File: src/rtl/unary_add_1_4_7.sv
// ---------------------------------------------------------------------------
// unary_add_1_4_7
//
// Unary (thermometer) stream adder. In read mode the block counts the ones
// arriving on A and B into a saturating 7-bit accumulator. In write mode it
// plays the accumulated total back out as a unary stream on dout, one unit
// per cycle, until the accumulator is empty.
//
// Ports
//   clk            rising-edge clock
//   rst_n          asynchronous active-low reset (clears CNT, dout, C)
//   A, B           unary operand streams, one bit per cycle
//   en             enable; when low, CNT and C hold and dout is 0
//   read_or_write  0 = read (accumulate A+B), 1 = write (emit CNT on dout)
//   dout           registered unary output stream
//   C              registered sticky overflow flag
// ---------------------------------------------------------------------------
module unary_add_1_4_7 (
  input  logic clk,
  input  logic rst_n,
  input  logic A,
  input  logic B,
  input  logic en,
  input  logic read_or_write,
  output logic dout,
  output logic C
);

  localparam int               CNT_W   = 7;
  localparam logic [CNT_W-1:0] CNT_MAX = '1;

  typedef enum logic {
    MODE_READ  = 1'b0,
    MODE_WRITE = 1'b1
  } mode_e;

  mode_e            mode;
  logic [CNT_W-1:0] cnt;
  logic [CNT_W-1:0] cnt_next;
  logic             dout_next;
  logic             c_next;
  // One extra bit so that a sum past CNT_MAX is visible before saturation.
  logic [CNT_W:0]   sum;

  assign mode = mode_e'(read_or_write);
  assign sum  = {1'b0, cnt} + {{CNT_W{1'b0}}, A} + {{CNT_W{1'b0}}, B};

  // NOTE: every output of this block gets a default before any branch, so no
  // path leaves a signal unassigned and no latch is inferred.
  always_comb begin
    cnt_next  = cnt;
    dout_next = 1'b0;
    c_next    = C;

    if (en) begin
      unique case (mode)
        MODE_READ: begin
          if (sum > {1'b0, CNT_MAX}) begin
            cnt_next = CNT_MAX;
            c_next   = 1'b1;
          end else begin
            cnt_next = sum[CNT_W-1:0];
          end
        end
        MODE_WRITE: begin
          // An empty accumulator just emits zeros; it never wraps below 0.
          if (cnt != '0) begin
            dout_next = 1'b1;
            cnt_next  = cnt - CNT_W'(1);
          end
        end
        default: ;
      endcase
    end
  end

  // NOTE: state registers use non-blocking assignments so every flop samples
  // the pre-edge values, independent of statement order.
  always_ff @(posedge clk or negedge rst_n) begin
    if (!rst_n) begin
      cnt  <= '0;
      dout <= 1'b0;
      C    <= 1'b0;
    end else begin
      cnt  <= cnt_next;
      dout <= dout_next;
      C    <= c_next;
    end
  end

endmodule

File: config.mk
export PLATFORM = sky130hd
export DESIGN_NAME = unary_add_1_4_7
export DESIGN_NICKNAME = d
export VERILOG_FILES = /design/src/rtl/unary_add_1_4_7.sv
export SDC_FILE = /design/constraint.sdc
export NUM_CORES = 1
export LEC_CHECK = 0
export CAP_MARGIN = 10
export CORE_AREA = 2 2 39 41
export DETAILED_ROUTE_END_ITERATION = 7
export DIE_AREA = 0 0 41 43
export DONT_BUFFER_PORTS = 1
export PLACE_DENSITY = 0.69
export SLEW_MARGIN = 20
export SYNTH_ARGS = -nofsm -noshare
export SYNTH_HDL_FRONTEND = slang
export SYNTH_SLANG_ARGS = --single-unit
File: constraint.sdc
create_clock -name clk -period 3.5 [get_ports clk]
set_input_delay 0.7 -clock clk [delete_from_list [all_inputs] [get_ports clk]]
set_output_delay 0.7 -clock clk [all_outputs]
set_load 0.1 [all_outputs]
==> flow_metrics.tcl <==
set metrics [dict create \
    clk-insertion-delay-late_ns 0.26 \
    die_area_mm2 0.001763 \
    arrival_ns 2.36 \
    final_cell_mix "9 x dfrtp_1, 9 x inv_1, 6 x nand2_1" \
    syn_area_um2 716.9 \
    slowest_delay_ns 0.51 \
    drive_above_1_share 0.1013 \
    via_per_inst 6.421 \
    max_freq_ghz 0.4526 \
    cp.depth 8 \
    nFillCells 143 \
    cts_setup_buffers 0 \
    period_share 0.6312 \
    synth_fa_ha_area_frac 0.08028 \
    gp_congestion 0.8337 \
    fin_cells 95 \
    gr-usage-all-layers 0.2165 \
    dr_total_vias 610 \
    cp-end-kind "flip-flop" \
    hold_class "in2async" \
    path_clk_slew_ns 0.06 \
    totalWireLength_mm 1.602 \
    synthFlopType "dfrtp_1" \
    grt_first_pass_wirelength_mm 2.601 \
    synth-seq-cells 9 \
    die_w_um 41 \
    synth_compound_area_frac 0.2216 \
    maxSlewViolCount 0 \
    async_reset_ff_frac 1.000 \
    multiInputGateArea_um2 426.7 \
    hold_buffers 0 \
    rows 14 \
    power_leakage_nw 0.3148 \
    grt_pass1_vias 556 \
    seq_area_um2 225.2 \
    ant_nets 0 \
    critPathKind "reg2reg" \
    coreArea_mm2 0.001384 \
    place.detailed.hpwl_mm 1.207 \
    synth_top_family_by_area "simple AND/OR/NAND/NOR gates" \
    area_delta_synth_final_pct 2.094 \
    cts_resized 0 \
    dr.pass1.iters 4 \
    synth-simple-area-share 0.2792 \
    cts_tree "built" \
    placedCellCount 91 \
    max_cap_violations 0 \
    grt_start_max_net_pins 16 \
    setup_viol 0 \
    antenna_found_initial 0 \
    portBuffers 0 \
    max-slew-margin-rel 0.4022 \
    die-height_um 43 \
    path_cells "inv_1, fa_1, inv_1, ha_1, nand3_1, or4_1, a21oi_1, a21oi_1" \
    muxShareOfSynthArea 0.01396 \
    syn_area_per_cell_um2 9.075 \
    hold_viol 0 \
    crit_buf_inv 2 \
    outcome "finished clean" \
    synth_edf_count 0 \
    grt_overflow 0 \
    vdd_drop_max_mv 0.4107 \
    dr.first_iter.drc_count 23 \
    wl_per_cell_um 16.86 \
    start_util 0.5181 \
    worst_pin_slew_ns 0.8966 \
    clk_path_buf_depth 2 \
    tns_ns 0 \
    antenna_cells 0 \
    cp-start-kind "flip-flop" \
    syn_nets 89 \
    layout.nets 90 \
    cp_max_fo 5 \
    cts-root-buf "clkbuf_4" \
    htreeDepth 1 \
    fin_skew_ns 0.001885 \
    power_density_mw_per_mm2 621.1 \
    required_ns 3.65 \
    cpMaxStageDelayCell "or4_1" \
    fin_crit_ns 2.209 \
    rsz0062_at_grt "false" \
    syn_inst 79 \
    cts_made_buffers 3 \
    yosysSeqAreaShare 0.3141 \
    num_io_pins 8 \
    ys_types 38 \
    yosys_warnings 0 \
    ff2ff_path_depth 8 \
    cts.sink_count 9 \
    holdWs_ns 0.1287 \
    critPathTopFamily "simple AND/OR/NAND/NOR gates" \
    synthXorXnorAreaFrac 0 \
    drc 0 \
]
-- worst paths after layout --
check                                   startpoint            endpoint  slack [ns]
worst max-delay path            cnt[0]$_DFFE_PN0P_  cnt[6]$_DFFE_PN0P_        1.29
worst min-delay path                         rst_n  cnt[5]$_DFFE_PN0P_        0.13
worst max register to register  cnt[0]$_DFFE_PN0P_  cnt[6]$_DFFE_PN0P_        1.29
worst min register to register  cnt[0]$_DFFE_PN0P_  cnt[0]$_DFFE_PN0P_        0.59
max in group asynchronous                    rst_n       C$_DFFE_PN0P_        3.30
min in group clk                                en  cnt[3]$_DFFE_PN0P_        0.54
-- registers in the layout, indices dropped and copies added (netlist names) --
signal  flops
C           1
dout        1
cnt         7
-- through the flow --
step	total power [mW]	setup WS (ns)	cell area, um2	utilization
after floorplan	0.3534	1.226	716.9	-
after global placement	0.3651	1.112	705.7	0.5099
after detailed placement	0.3736	1.056	705.7	0.5099
after CTS	0.4573	1.311	732.0	0.5289
after global routing	0.4876	1.109	732.0	0.5289
final	0.4546	1.291	732.0	0.5289
-- layer usage --
metal  track usage  up-vias  share of wire
met3       0.03141        2          0.041
li1              -      293              -
met5             0        -              0
met2        0.3188       19           0.51
met4       0.08000        0         0.0087
met1        0.3110      296           0.44
-- layout make-up --
class                           instances  area share
Multi-Input combinational cell         57      0.5829
Clock buffer                            4     0.03590
Inverter                                9     0.04615
Sequential cell                         9      0.3077
Tap cell                               16     0.02735
-- power breakdown --
part           internal [mW]  switching, mW
combinational         0.0817         0.0788
sequential             0.132         0.0808
clock                 0.0440         0.0378
-- worst register-to-register path: cells and delay by family, from the launching register on --
kind	cells	cell delay, ns
flops	1	0.41
buf+inv	2	0.20
simple gates	2	0.67
fa+ha+maj	2	0.62
compound gates	2	0.19
-- synth_stat cells, drive strengths merged (2+ instances only) --
cell | number | share of area
inv | 9 | 0.047
o21ai | 3 | 0.021
nor3 | 4 | 0.035
or4 | 2 | 0.021
a221oi | 3 | 0.037
nor2 | 5 | 0.026
nand3 | 4 | 0.028
ha | 3 | 0.052
nand2 | 6 | 0.031
a21oi | 3 | 0.021
buf | 3 | 0.038
a211o | 2 | 0.024
dfrtp | 9 | 0.31
-- logic make-up (layout without fill, tap and decap cells) --
kind of cell	count (synthesis)	count (layout)
buffers and inverters	13	13
muxes	1	1
and+or+nand+nor	31	31
AOI/OAI and AO/OA	21	21
DFF	9	9
adders and majority gates	4	4
No activity file was read; power rests on OpenSTA's default activity.
